<file path="src/rtl/alu_op_sequencer.sv">
// rtl/alu_op_sequencer.sv - two-requester sequencer for a shared combinational ALU
//
// Arbitrates between two requesters (round-robin on contention), registers the
// granted opcode and operands onto the ALU inputs, holds them for a per-opcode
// settle time, then captures the ALU result and offers it with a requester tag
// on a valid/ready response channel.
//
// Ports:
//   clock, clear_n              clock and asynchronous active-low reset
//   reqN_valid/ready            request handshake (N = 0, 1); ready only in IDLE
//   reqN_op, reqN_a, reqN_b     request opcode and operands
//   alu_op, alu_a, alu_b        registered ALU inputs, stable while executing
//   alu_result                  combinational ALU output
//   rsp_valid/ready             response handshake
//   rsp_id, rsp_result, rsp_err requester served, captured result, illegal-op flag
//   busy                        sequencer not idle
module alu_op_sequencer #(
    parameter int FAST_LAT = 1,
    parameter int MUL_LAT  = 4,
    parameter int DIV_LAT  = 8
) (
    input  logic        clock,
    input  logic        clear_n,
    input  logic        req0_valid,
    output logic        req0_ready,
    input  logic [3:0]  req0_op,
    input  logic [31:0] req0_a,
    input  logic [31:0] req0_b,
    input  logic        req1_valid,
    output logic        req1_ready,
    input  logic [3:0]  req1_op,
    input  logic [31:0] req1_a,
    input  logic [31:0] req1_b,
    output logic [31:0] alu_a,
    output logic [31:0] alu_b,
    output logic [3:0]  alu_op,
    input  logic [31:0] alu_result,
    output logic        rsp_valid,
    input  logic        rsp_ready,
    output logic        rsp_id,
    output logic [31:0] rsp_result,
    output logic        rsp_err,
    output logic        busy
);

    localparam int MAX_LAT = (FAST_LAT > MUL_LAT)
                           ? ((FAST_LAT > DIV_LAT) ? FAST_LAT : DIV_LAT)
                           : ((MUL_LAT > DIV_LAT) ? MUL_LAT : DIV_LAT);
    localparam int CNT_W = $clog2(MAX_LAT + 1);

    typedef enum logic [1:0] {
        IDLE = 2'd0,
        EXEC = 2'd1,
        DONE = 2'd2
    } state_t;

    state_t             state_q, state_d;
    logic               prio_q, prio_d;
    logic [CNT_W-1:0]   cnt_q, cnt_d;
    logic [31:0]        alu_a_q, alu_a_d;
    logic [31:0]        alu_b_q, alu_b_d;
    logic [3:0]         alu_op_q, alu_op_d;
    logic               rsp_id_q, rsp_id_d;
    logic [31:0]        rsp_result_q, rsp_result_d;
    logic               rsp_err_q, rsp_err_d;

    logic               grant_any;
    logic               grant_id;
    logic [3:0]         sel_op;
    logic               cur_err;

    // Opcodes 12-15 are illegal: they take one settle cycle and return 0.
    function automatic logic [CNT_W-1:0] lat_of(input logic [3:0] op);
        if (op <= 4'd9)       return CNT_W'(FAST_LAT);
        else if (op == 4'd10) return CNT_W'(MUL_LAT);
        else if (op == 4'd11) return CNT_W'(DIV_LAT);
        else                  return CNT_W'(1);
    endfunction

    // Pointer only matters when both request; a lone requester always wins.
    assign grant_any = req0_valid | req1_valid;
    assign grant_id  = (req0_valid & req1_valid) ? prio_q : req1_valid;
    assign sel_op    = grant_id ? req1_op : req0_op;
    assign cur_err   = (alu_op_q[3:2] == 2'b11);

    always_comb begin
        state_d      = state_q;
        prio_d       = prio_q;
        cnt_d        = cnt_q;
        alu_a_d      = alu_a_q;
        alu_b_d      = alu_b_q;
        alu_op_d     = alu_op_q;
        rsp_id_d     = rsp_id_q;
        rsp_result_d = rsp_result_q;
        rsp_err_d    = rsp_err_q;
        req0_ready   = 1'b0;
        req1_ready   = 1'b0;

        case (state_q)
            IDLE: begin
                if (grant_any) begin
                    req0_ready = ~grant_id;
                    req1_ready = grant_id;
                    alu_op_d   = sel_op;
                    alu_a_d    = grant_id ? req1_a : req0_a;
                    alu_b_d    = grant_id ? req1_b : req0_b;
                    rsp_id_d   = grant_id;
                    cnt_d      = lat_of(sel_op);
                    state_d    = EXEC;
                end
            end
            EXEC: begin
                cnt_d = cnt_q - CNT_W'(1);
                if (cnt_q == CNT_W'(1)) begin
                    rsp_result_d = cur_err ? 32'd0 : alu_result;
                    rsp_err_d    = cur_err;
                    state_d      = DONE;
                end
            end
            DONE: begin
                if (rsp_ready) begin
                    prio_d  = ~rsp_id_q;
                    state_d = IDLE;
                end
            end
            default: state_d = IDLE;
        endcase
    end

    always_ff @(posedge clock or negedge clear_n) begin
        if (!clear_n) begin
            state_q      <= IDLE;
            prio_q       <= 1'b0;
            cnt_q        <= '0;
            alu_a_q      <= 32'd0;
            alu_b_q      <= 32'd0;
            alu_op_q     <= 4'd0;
            rsp_id_q     <= 1'b0;
            rsp_result_q <= 32'd0;
            rsp_err_q    <= 1'b0;
        end else begin
            state_q      <= state_d;
            prio_q       <= prio_d;
            cnt_q        <= cnt_d;
            alu_a_q      <= alu_a_d;
            alu_b_q      <= alu_b_d;
            alu_op_q     <= alu_op_d;
            rsp_id_q     <= rsp_id_d;
            rsp_result_q <= rsp_result_d;
            rsp_err_q    <= rsp_err_d;
        end
    end

    assign alu_a      = alu_a_q;
    assign alu_b      = alu_b_q;
    assign alu_op     = alu_op_q;
    assign rsp_id     = rsp_id_q;
    assign rsp_result = rsp_result_q;
    assign rsp_err    = rsp_err_q;
    assign rsp_valid  = (state_q == DONE);
    assign busy       = (state_q != IDLE);

endmodule

</file>
<file path="config.mk">
export PLATFORM = sky130hd
export DESIGN_NAME = alu_op_sequencer
export DESIGN_NICKNAME = d
export VERILOG_FILES = /design/src/rtl/alu_op_sequencer.sv
export SDC_FILE = /design/constraint.sdc
export NUM_CORES = 1
export LEC_CHECK = 0
export CAP_MARGIN = 20
export CORE_MARGIN = 4
export CORE_UTILIZATION = 39
export CTS_BUF_LIST = sky130_fd_sc_hd__clkbuf_4 sky130_fd_sc_hd__clkbuf_8
export CTS_CLUSTER_DIAMETER = 100
export DETAILED_ROUTE_END_ITERATION = 12
export PLACE_DENSITY = 0.88
export SLEW_MARGIN = 20
export SYNTH_ARGS = -nofsm -noshare
export SYNTH_HDL_FRONTEND = slang
export SYNTH_SLANG_ARGS = --single-unit
</file>
<file path="constraint.sdc">
create_clock -name clock -period 1.8 [get_ports clock]
set_input_delay 0.27 -clock clock [delete_from_list [all_inputs] [get_ports clock]]
set_output_delay 0.27 -clock clock [all_outputs]
set_load 0.05 [all_outputs]
</file>
==> results.txt <==
Final hold violations -> 0
CP max stage cell -> dfrtp_1
Syn avg cell area -> 12.01 sq um
IO Pins -> 279
Reg2reg setup slack -> -0.01 ns
Mapped Area -> 0.004661 sq mm
Max Clock Skew -> 0.009484 ns
Layout Utilization -> 0.6877
Clock buffer count from CTS -> 9
Routed via count -> 4411
Most used flip-flop cell after synthesis -> dfrtp_1
First-pass GRT wire length -> 25680 um
Count leader, synth -> dfrtp_1
Drt drc -> 0
Cell taking the most area after synthesis -> dfrtp_1
Vias in the first global route -> 4794
Most instantiated cells after synthesis -> 109 x dfrtp_1, 39 x a221o_1, 39 x and2_0
Worst hold slack -> 0.2783 ns
EDFF count, synth -> 0
Netlist cell types -> 36
Gr usage total -> 0.2322
Area Growth Syn to Fin -> 70.63%
Initial antenna violation count -> 1
Achievable frequency -> 528.8 MHz
Die Ht -> 117.3 um
LEAKAGE -> 3.769 nW
Critical-path cell list -> or2_4 > or2_4 > nor2_4 > buf_6 > buf_12
Root Driver -> clkbuf_8
Worst setup SP type -> flop
CP top delay family -> simple AND/OR/NAND/NOR gates
Mapped Cells -> 388
Area of the multi-input gates -> 0.001780 sq mm
PD cells -> 1822 mW/mm^2
Rel. slew slack -> 0.6380
RSZ-0062 raised after global routing -> true
Grt total ovfl -> 0
# H-tree levels -> 3
Fillers -> 844
Final Cycle Share -> 1.051
Status -> complete, but fails checks
VDD IR-drop max -> 0.001169 V
Die area -> 0.01376 sq mm
MaxCap Viol Count -> 0
Setup violators final -> 6
Nets -> 859
Total routed wirelength -> 16230 um
Syn nets -> 563
Final ANT Viol Nets -> 0
Yosys Warn Count -> 0
Hold Path Class -> input port to async pin
Post-synth top area share -> 0.5852
Detailed placer's ending HPWL -> 11820 um
Die width -> 117.3 um
Sink Count -> 109
Seq. cell area -> 0.002728 sq mm
Asr flop ratio synth -> 1.000
Max-slew violation count -> 0
Share of cells above drive strength 1 -> 0.1393
Most frequent cell on the critical path -> or2_4
Reg clk slew, reported paths -> 0.10 ns
Initial Utilization -> 0.4030
Row cnt -> 39
Yosys reg bits -> 109
DR WL/cell -> 19.48 um
Final worst-path setup slack -> -0.09125 ns
Clk_lat worst skew -> 0.38 ns
Sequential-to-total area share from yosys stat -> 0.5852
Min Tclk post-route -> 1.891 ns
Worst Max-Slew Pin Slew -> 0.5452 ns
Max clock buf depth -> 2
Failing checks -> negative setup slack
Vias per cell -> 5.295
CP peak stage delay -> 0.39 ns
Largest cells by area after synthesis -> dfrtp_1 59%, a221o_1 8.4%, a22o_1 6.0%
Critical path buffers and inverters -> 2
Kind of critical path -> flop to output port
Worst-path maximum fanout -> 2
GPL Wtd Cong -> 0.7981
Worst endpoint data arrival time -> 1.62 ns
IO Port Bufs -> 278
CTS tree -> yes
Crit path capture type -> output port
First-pass iteration count of the detailed router -> 4
Largest net degree at the start of global routing -> 60
Core Region -> 0.01156 sq mm
DR iter-0 viols -> 299
CP Data Required Time -> 1.53 ns
## power by group
part	internal, mW	switching, mW	leakage, nW
sequential	3.59	0.671	1.35
clock	0.680	0.840	0.102
combinational	2.92	5.79	2.32
## what timing repair did
action,in CTS,in global routing
pin swaps,3,1
resized for setup,77,6
buffers inserted,7,2
gates cloned,2,0
endpoints found under the hold margin,13,0
hold buffers,1,0
setup endpoints to repair,134,87
## area by class of cell
type | count | area share
Timing Repair Buffer | 314 | 0.3826
Sequential cell | 109 | 0.3430
Multi-Input combinational cell | 245 | 0.2239
Tap cell | 143 | 0.02250
Clock buffer | 10 | 0.01731
Clock inverter | 6 | 0.007709
Inverter | 5 | 0.002675
Antenna cell | 1 | 0.0003147
## metal layers
layer	vias up	global-route usage	share of wire
li1	2018	-	-
met2	226	0.3952	0.50
met4	0	0.1063	0.031
met1	2128	0.2639	0.38
met3	39	0.07940	0.084
met5	-	0	0
## worst register-to-register path, delay by kind of cell, from the launching register on
kind	cells	cell delay, ns
compound gates	1	0.27
buf+inv	1	0.26
flops	1	0.39
simple gates	3	0.78
## per-stage QoR
step	setup slack [ns]	area (sq um)	std cells	TNS [ns]	power, mW
2_1_floorplan	0.03285	4664	388	0	10.04
3_3_place_gp	-0.2452	7671	806	-13.59	13.17
3_5_place_dp	-0.3017	7671	806	-15.42	13.43
4_1_cts	-0.1356	7920	831	-0.1498	14.57
5_1_grt	-0.1563	7953	833	-2.471	15.23
6_report	-0.09125	7953	833	-0.1159	14.49
## final timing paths
check | from | to | depth (start not counted)
max | state_q[0]$_DFFE_PN0P_ | req0_ready | 5
min | clear_n | rsp_result[3]$_DFFE_PN0P_ | 2
max reg2reg | state_q[0]$_DFFE_PN0P_ | alu_a[9]$_DFFE_PN0P_ | 5
min reg2reg | alu_b[30]$_DFFE_PN0P_ | alu_b[30]$_DFFE_PN0P_ | 2
max in group asynchronous | clear_n | alu_b[17]$_DFFE_PN0P_ | 3
min in group clock | alu_result[11] | rsp_result[11]$_DFFE_PN0P_ | 2
## cell families (layout without fill, tap and decap cells)
family,after synthesis,after routing,synth area share
buffers and inverters,34,335,0.03865
muxes,28,28,0.06013
DFF,109,109,0.5852
other,0,1,0
adders and majority gates,2,2,0.005368
AOI/OAI and AO/OA,118,118,0.2032
and+or+nand+nor,97,97,0.1074
## registers in the layout, indices dropped and copies added (netlist names)
signal,flops
alu_b,32
alu_op,4
alu_a,32
rsp_err,1
cnt_q,4
rsp_id,1
rsp_result,32
prio_q,1
state_q,2
## cell usage in the layout (no fill, tap or decap), types with 3 or more instances in the layout
cell and n:
clkdlybuf4s50_1 171, dfrtp_1 109, dlygate4sd2_1 72, buf_4 57
and2_0 39, a221o_1 39, nand2_1 35, o21ai_0 32
a22o_1 32, mux2i_1 28, clkbuf_8 10, buf_12 8
nor2_1 6, inv_1 4, nand3_1 3, clkinv_2 3
No activity file was read; power rests on OpenSTA's default activity.
